`src/rtl/fb_port_arbiter.sv`:
```
// fb_port_arbiter: shares one frame-buffer RAM port between display reads (priority) and a 4-deep write FIFO.
// Define FB_CLEAR_EN to add the full-buffer clear engine (clr_start/clr_busy, CLEAR_COLOR).
module fb_port_arbiter #(
   parameter int          FB_W         = 320,
   parameter int          FB_H         = 200,
`ifdef FB_CLEAR_EN
   parameter logic [15:0] CLEAR_COLOR  = 16'h0000,
`endif
   parameter logic [15:0] BORDER_COLOR = 16'h0000
) (
   input  logic        PixelClk,
   input  logic        nRST,
   input  logic        disp_req,
   input  logic [8:0]  disp_x,
   input  logic [7:0]  disp_y,
   output logic [15:0] pix_data,
   output logic        pix_valid,
   input  logic        wr_valid,
   input  logic [15:0] wr_addr,
   input  logic [15:0] wr_data,
   output logic        wr_ready,
   output logic [2:0]  fifo_level,
   output logic        ram_ce,
   output logic        ram_we,
   output logic [15:0] ram_addr,
   output logic [15:0] ram_wdata,
`ifdef FB_CLEAR_EN
   input  logic        clr_start,
   output logic        clr_busy,
`endif
   input  logic [15:0] ram_rdata
);
   localparam logic [15:0] FB_SIZE = 16'(FB_W * FB_H);
   typedef enum logic [1:0] {IDLE, DRD, WR} slot_t;
   slot_t       slot;
   logic        in_range, push, pop, clr_wr, wr_ok;
   logic [15:0] rd_addr, wa, wd;
   logic [15:0] f_addr [4];
   logic [15:0] f_data [4];
   logic [1:0]  rd_ptr, wr_ptr;
   logic        s1_valid, s1_border, s2_valid, s2_border;

   assign in_range = disp_req && int'(disp_x) < FB_W && int'(disp_y) < FB_H;
   assign rd_addr  = 16'(int'(disp_y) * FB_W + int'(disp_x));
   assign pop      = !in_range && fifo_level != 3'd0;
   assign push     = wr_valid && wr_ready;
   // out-of-range FIFO entries still pop but leave their slot idle
   assign wr_ok    = clr_wr || (pop && f_addr[rd_ptr] < FB_SIZE);
   assign slot     = in_range ? DRD : wr_ok ? WR : IDLE;

`ifdef FB_CLEAR_EN
   logic [15:0] clr_addr;
   assign clr_wr   = clr_busy && !in_range && fifo_level == 3'd0;
   assign wr_ready = fifo_level < 3'd4 && !clr_busy;
   assign wa       = clr_wr ? clr_addr : f_addr[rd_ptr];
   assign wd       = clr_wr ? CLEAR_COLOR : f_data[rd_ptr];
   always_ff @(posedge PixelClk or negedge nRST)
      if (!nRST) begin
         clr_busy <= 1'b0;
         clr_addr <= 16'd0;
      end else if (!clr_busy) begin
         clr_busy <= clr_start;
         clr_addr <= 16'd0;
      end else if (clr_wr) begin
         clr_busy <= clr_addr != FB_SIZE - 16'd1;
         clr_addr <= clr_addr + 16'd1;
      end
`else
   assign clr_wr   = 1'b0;
   assign wr_ready = fifo_level < 3'd4;
   assign wa       = f_addr[rd_ptr];
   assign wd       = f_data[rd_ptr];
`endif

   always_ff @(posedge PixelClk or negedge nRST)
      if (!nRST) begin
         ram_ce     <= 1'b0;
         ram_we     <= 1'b0;
         ram_addr   <= 16'd0;
         ram_wdata  <= 16'd0;
         pix_data   <= 16'd0;
         pix_valid  <= 1'b0;
         s1_valid   <= 1'b0;
         s1_border  <= 1'b0;
         s2_valid   <= 1'b0;
         s2_border  <= 1'b0;
         rd_ptr     <= 2'd0;
         wr_ptr     <= 2'd0;
         fifo_level <= 3'd0;
      end else begin
         ram_ce     <= slot != IDLE;
         ram_we     <= slot == WR;
         if (slot != IDLE) ram_addr <= slot == DRD ? rd_addr : wa;
         if (slot == WR) ram_wdata <= wd;
         s1_valid   <= disp_req;
         s1_border  <= !in_range;
         s2_valid   <= s1_valid;
         s2_border  <= s1_border;
         pix_valid  <= s2_valid;
         if (s2_valid) pix_data <= s2_border ? BORDER_COLOR : ram_rdata;
         if (push) wr_ptr <= wr_ptr + 2'd1;
         if (pop) rd_ptr <= rd_ptr + 2'd1;
         fifo_level <= fifo_level + {2'b0, push} - {2'b0, pop};
      end

   always_ff @(posedge PixelClk)
      if (push) begin
         f_addr[wr_ptr] <= wr_addr;
         f_data[wr_ptr] <= wr_data;
      end
endmodule

```
`config.mk`:
```
export PLATFORM = sky130hd
export DESIGN_NAME = fb_port_arbiter
export DESIGN_NICKNAME = d
export VERILOG_FILES = /design/src/rtl/fb_port_arbiter.sv
export SDC_FILE = /design/constraint.sdc
export NUM_CORES = 1
export LEC_CHECK = 0
export CAP_MARGIN = 10
export CORE_ASPECT_RATIO = 1.5
export CORE_MARGIN = 4
export CORE_UTILIZATION = 58
export CTS_BUF_LIST = sky130_fd_sc_hd__clkbuf_8 sky130_fd_sc_hd__clkbuf_16
export DETAILED_ROUTE_END_ITERATION = 6
export PLACE_DENSITY = 0.87
export SLEW_MARGIN = 20
export SYNTH_ARGS = -nofsm -noshare
export SYNTH_HDL_FRONTEND = slang
export SYNTH_SLANG_ARGS = --single-unit
```
`constraint.sdc`:
```
create_clock -name PixelClk -period 4.7 [get_ports PixelClk]
set_input_delay 1.41 -clock PixelClk [delete_from_list [all_inputs] [get_ports PixelClk]]
set_output_delay 1.41 -clock PixelClk [all_outputs]
set_load 0.01 [all_outputs]
```
==> results of run 1 <==
## how the worst min path moves through the flow
stage,slack (ps),cells after the start,endpoint
after floorplan,330,0,s2_border
after global placement,340,0,s2_valid
after detailed placement,340,0,s2_valid
after CTS,340,0,s2_valid
after global routing,350,0,s2_valid
final,340,0,s2_valid
## logic make-up after synthesis
group                      after synthesis  share of synthesized area, %
DFF                                    190                          69.6
and+or+nand+nor                         63                          4.66
AOI/OAI and AO/OA                       54                          4.99
buffers and inverters                   52                          3.15
muxes                                   49                          11.7
adders and majority gates               24                          4.16
xor gates and xnor gates                15                          1.69
## state kept, by name, indices dropped and copies added (netlist names), 2 cells and up
name / cells
ram_addr: 16
f_addr: 64
ram_wdata: 16
wr_ptr: 2
rd_ptr: 2
pix_data: 16
f_data: 64
fifo_level: 3
## synth_stat cells (3+ instances only)
library cell  instances
nor3_1                3
o21ai_0              22
xor2_1                3
and2_1               10
buf_4                 4
nand3b_1             17
inv_1                32
edfxtp_1            128
a221o_1              10
dfrtp_1              62
fa_1                  3
nand2_1               7
nor2_1               13
clkbuf_1              9
ha_1                 21
xnor2_1              12
mux2_2               16
mux4_2               32
nor2b_1               3
## metrics by stage
stage | instances | hold WS [ps] | utilization [%] | instance area, µm² | worst slack [ps]
finish | 748 | 344 | 74.2 | 9660 | 851
global route | 748 | 347 | 74.2 | 9660 | 637
CTS | 748 | 345 | 74.2 | 9660 | 857
detailed placement | 716 | 337 | 69.9 | 9100 | 454
global placement | 716 | 336 | 69.9 | 9100 | 654
floorplan | 447 | 331 | - | 7750 | 1250
## worst max-delay path, stage by stage
cell and delay [ps]:
clkdlybuf4s50_1 460, ha_1 300, ha_1 160, inv_1 50, fa_1 400, xnor2_1 250
nand3b_1 140, nor4_1 550, o2111ai_1 220, a31oi_1 220
## metal layers
| layer | track usage [%] | vias to the layer above | share of wire, % |
|---|---|---|---|
| met5 | 0 | - | 0 |
| met1 | 26.6 | 2170 | 39 |
| met4 | 6.50 | 0 | 1.5 |
| met2 | 38.0 | 131 | 55 |
| met3 | 4.80 | 19 | 5.4 |
| li1 | - | 1955 | - |
## cell type report
cell class	instances	area, µm²
tap	159	199
sequential	190	5400
multi-input combinational	205	2120
clock buffer	18	439
clock inverter	14	120
timing repair buffer	128	1260
inverter	34	128
fill	787	3350
## report_power, final
part	leakage [µW]	total, µW	switching [µW]	internal [µW]
Combinational	0.00134	1690	754	937
Clock	0.000269	1340	597	743
Sequential	0.00191	2390	227	2160
Total	0.00351	5420	1580	3840
## cell usage in the layout, fill, tap and decap left out, drive strengths merged, types with 2 or more instances in the layout
| master | count |
|---|---|
| and2 | 11 |
| o22ai | 2 |
| ha | 21 |
| clkinvlp | 4 |
| buf | 6 |
| o31ai | 2 |
| clkinv | 5 |
| a221o | 10 |
| xor2 | 3 |
| a21oi | 2 |
| nor3 | 3 |
| edfxtp | 128 |
| o21ai | 24 |
| xnor2 | 12 |
| nor2 | 14 |
| clkdlybuf4s50 | 122 |
| mux4 | 32 |
| dfrtp | 62 |
| nand3b | 17 |
| a211oi | 2 |
| o21a | 2 |
| clkbuf | 18 |
| mux2 | 16 |
| fa | 3 |
| inv | 38 |
| nand2 | 8 |
| or2 | 2 |
| nor2b | 3 |
==> impl_metrics.json, run 1 <==
{
  "drt_wl_total_um": 15500,
  "io_buffers": 123,
  "coreArea_um2": 13000,
  "cp-endpoint": "ram_addr[15]",
  "finalMaxSlewViolations": 0,
  "drcViolationCount": 0,
  "die_y_um": 150,
  "layout_min_cycle_time_ps": 3850,
  "cts_sinks": 190,
  "leakagePower_uw": 0.00351,
  "endpoint_kind": "register",
  "antenna_left": 0,
  "clock_path_buffers": 2,
  "power_uw": 5420,
  "cp_max_fo": 3,
  "drt-initial-drc-count": 187,
  "yosysUniqueCellTypes": 50,
  "dp_hpwl_um": 10100,
  "r2r_cells": 6,
  "cp-startpoint": "disp_y[3]",
  "clkTransAtPathRegs_ps": 70,
  "vdd_drop_max_mv": 0.294,
  "hp-start": "s1_valid",
  "hold_path.class": "register to register",
  "routedWlPerCell_um": 20.7,
  "grt_first_pass_wirelength_um": 24700,
  "max-slew-margin-rel_pct": 40.3,
  "grt_util_all_layers_pct": 21.6,
  "cts-buffers-inserted": 17,
  "htree_levels": 4,
  "synth_area_leaders": "edfxtp_1, dfrtp_1, mux4_2",
  "synthFlopType": "edfxtp_1",
  "async_reset_ff_share_pct": 32.6,
  "critPathKind": "input port to register",
  "antenna_cells": 0,
  "die_area_um2": 15300,
  "fmax_mhz": 260,
  "timing.rr.end": "ram_wdata[4]",
  "status": "complete, no violations",
  "synth_cells": 447,
  "gr-total-overflow": 0,
  "rsz0062_at_grt": "false",
  "cts_resized": 0,
  "routed_via_density": 5.72,
  "syn-num-nets": 540,
  "cts.hold.buffers_added": 0,
  "synth_top_area_share_pct": 49.6,
  "synth_edf_count": 128,
  "ys_seq_area_share_pct": 69.6,
  "num_rows": 51,
  "power_density_nw_per_um2": 561,
  "cts_root_buf": "clkbuf_16",
  "worst_pin_slew_ps": 895,
  "start_kind": "input port",
  "drive_above_1_share_pct": 16.3,
  "critPathArrivalTime_ps": 4180,
  "min_period_over_period_pct": 81.9,
  "cts_tree": "yes",
  "drt-pass1-iter-count": 4,
  "hold_viol": 0,
  "first_global_vias": 4728,
  "synth_area_um2": 7750,
  "syn_to_final_growth_pct": 24.7,
  "finalSetupViolations": 0,
  "nNetsFinal": 669,
  "clock_latency_ps": 410,
  "worst-r2r-setup-slack_ps": 1990,
  "cap_violations": 0,
  "die_w_um": 102,
  "grt_start_max_net_pins": 36,
  "required_ps": 5030,
  "place_congestion": 0.829,
  "syn_area_per_cell_um2": 17.3,
  "start_util_pct": 59.6,
  "finClkSkew_ps": 8.69,
  "antenna_found_initial": 0,
  "yosysWarnings": 0,
  "ys_ff_latch": 190,
  "postCtsSetupRepairBufs": 0,
  "vias": 4275,
  "totalNegativeSetupSlack_ps": 0,
  "synth_top_area_cell": "edfxtp_1",
  "regToRegStartpoint": "rd_ptr[0]",
  "ios": 124
}
(Power assumes the default switching activity.)
==> inputs of run 2 (changes only) <==
--- a/config.mk
+++ b/config.mk
@@ -8,10 +8,10 @@
 export CAP_MARGIN = 10
 export CORE_ASPECT_RATIO = 1.5
 export CORE_MARGIN = 4
-export CORE_UTILIZATION = 58
+export CORE_UTILIZATION = 48
 export CTS_BUF_LIST = sky130_fd_sc_hd__clkbuf_8 sky130_fd_sc_hd__clkbuf_16
 export DETAILED_ROUTE_END_ITERATION = 6
-export PLACE_DENSITY = 0.87
+export PLACE_DENSITY = 0.78
 export SLEW_MARGIN = 20
 export SYNTH_ARGS = -nofsm -noshare
 export SYNTH_HDL_FRONTEND = slang
==> constraint.sdc (replaced) <==
create_clock -name PixelClk -period 3.37 [get_ports PixelClk]
set_input_delay 1.011 -clock PixelClk [delete_from_list [all_inputs] [get_ports PixelClk]]
set_output_delay 1.011 -clock PixelClk [all_outputs]
set_load 0.01 [all_outputs]
==> run 2 against run 1 <==
Effect of this change: setup slack worse by 680 ps; via count up 1.8%; critical path depth up 1; wire length up 1.9%; first-iteration DRC count up 58%; count of clock-buffer cells in the layout down 1; clock skew about the same; clock power up 56%; worst hold slack better by 5.4 ps; cell count up 9.1%; critical path type unchanged; highest routed layer unchanged.
==> impl_metrics.json, run 2 (synthesis results as in run 1) <==
{
  "status": "complete, no violations",
  "vias": 4352,
  "syn_to_final_growth_pct": 29.6,
  "postCtsSetupRepairBufs": 0,
  "routedWlPerCell_um": 19.3,
  "clock_latency_ps": 430,
  "start_kind": "input port",
  "cts_tree": "yes",
  "hp-start": "s1_border",
  "max-slew-margin-rel_pct": 41.8,
  "drt-pass1-iter-count": 4,
  "endpoint_kind": "register",
  "hold_path.class": "register to register",
  "whs_path_depth": 0,
  "vdd_drop_max_mv": 0.428,
  "cts_resized": 0,
  "drt-initial-drc-count": 295,
  "routed_via_density": 5.33,
  "layout_commonest_cell": "edfxtp_1",
  "regToRegStartpoint": "rd_ptr[0]",
  "start_util_pct": 49.2,
  "antenna_left": 0,
  "rsz0062_at_grt": "false",
  "final_area_um2": 10000,
  "totalNegativeSetupSlack_ps": 0,
  "die_y_um": 164,
  "clkTransAtPathRegs_ps": 70,
  "cts_sinks": 190,
  "finalSetupViolations": 0,
  "nNetsFinal": 693,
  "clock_path_buffers": 2,
  "finClkSkew_ps": 8.77,
  "finalMaxSlewViolations": 0,
  "cp_max_fo": 4,
  "coreArea_um2": 15800,
  "cp_slowest_cell": "clkdlybuf4s50_1",
  "htree_levels": 4,
  "cp_top_family": "adder cells",
  "cts-buffers-inserted": 17,
  "ios": 124,
  "num_rows": 56,
  "power_density_nw_per_um2": 787,
  "crit_buf_inv": 2,
  "fmax_mhz": 312,
  "grt_first_pass_wirelength_um": 25000,
  "grt_start_max_net_pins": 42,
  "crit_top_cell": "ha_1",
  "crit_cells": 11,
  "gr-total-overflow": 0,
  "first_global_vias": 4704,
  "critPathArrivalTime_ps": 3540,
  "layout_min_cycle_time_ps": 3200,
  "antenna_found_initial": 0,
  "leakagePower_uw": 0.00369,
  "grt_util_all_layers_pct": 17.7,
  "r2r_cells": 7,
  "worst_pin_slew_ps": 873,
  "antenna_cells": 0,
  "required_ps": 3710,
  "cts_root_buf": "clkbuf_16",
  "dpl_cell_area_um2": 9420,
  "cp-startpoint": "disp_y[3]",
  "reg_top3": "f_addr: 64 flops, f_data: 64 flops",
  "drive_above_1_share_pct": 20.2,
  "cts.hold.buffers_added": 0,
  "max_stage_delay_ps": 470,
  "hold_viol": 0,
  "final_cell_mix": "edfxtp_1, clkdlybuf4s50_1, dfrtp_1",
  "die_area_um2": 18300,
  "drt_wl_total_um": 15800,
  "die_w_um": 112,
  "cp_cell_sequence": "clkdlybuf4s50_1, ha_1, ha_1, inv_1, fa_1, nor2b_1, o31ai_1, xnor2_1, nand3_1, xor2_1, o211ai_1",
  "power_uw": 7900,
  "cap_violations": 0,
  "min_period_over_period_pct": 95.0,
  "final_util_pct": 63.7,
  "critPathKind": "input port to register",
  "io_buffers": 123,
  "place_congestion": 0.806,
  "drcViolationCount": 0,
  "dp_hpwl_um": 10900
}
[run 2: cell type report]
cell class | instances | area, µm²
fill | 1111 | 5720
sequential | 190 | 5400
multi-input combinational | 205 | 2120
timing repair buffer | 152 | 1520
clock buffer | 17 | 425
tap | 203 | 254
clock inverter | 15 | 201
inverter | 34 | 128
[run 2: metrics by stage]
stage,hold WS (ps),std cells,worst slack (ps)
after global placement,337,784,-118
after CTS,352,816,181
final,350,816,168
after global routing,362,816,23.9
after floorplan,331,447,315
after detailed placement,336,784,-288
[run 2: where the power goes]
| part | switching [µW] | internal (µW) | total (µW) |
|---|---|---|---|
| Clock | 897 | 1200 | 2090 |
| Sequential | 315 | 3010 | 3320 |
| Combinational | 1070 | 1410 | 2480 |
| Total | 2280 | 5610 | 7900 |
[run 2: per-layer routing]
layer	vias to the layer above	wire, µm	share of wire, %	track usage, %
met1	2205	6130	39	20.6
met5	-	0	0	0
met3	20	920	5.8	4.78
met4	0	213	1.4	4.54
met2	117	8500	54	32.5
li1	2010	-	-	-
[run 2: path summary, 6_finish.rpt]
check / end / slack [ps]
min: s2_border / 350
max in group asynchronous: ram_addr[5] / 2130
min reg2reg: s2_border / 350
min in group asynchronous: ram_addr[15] / 590
max: ram_addr[14] / 170
max reg2reg: ram_addr[5] / 950
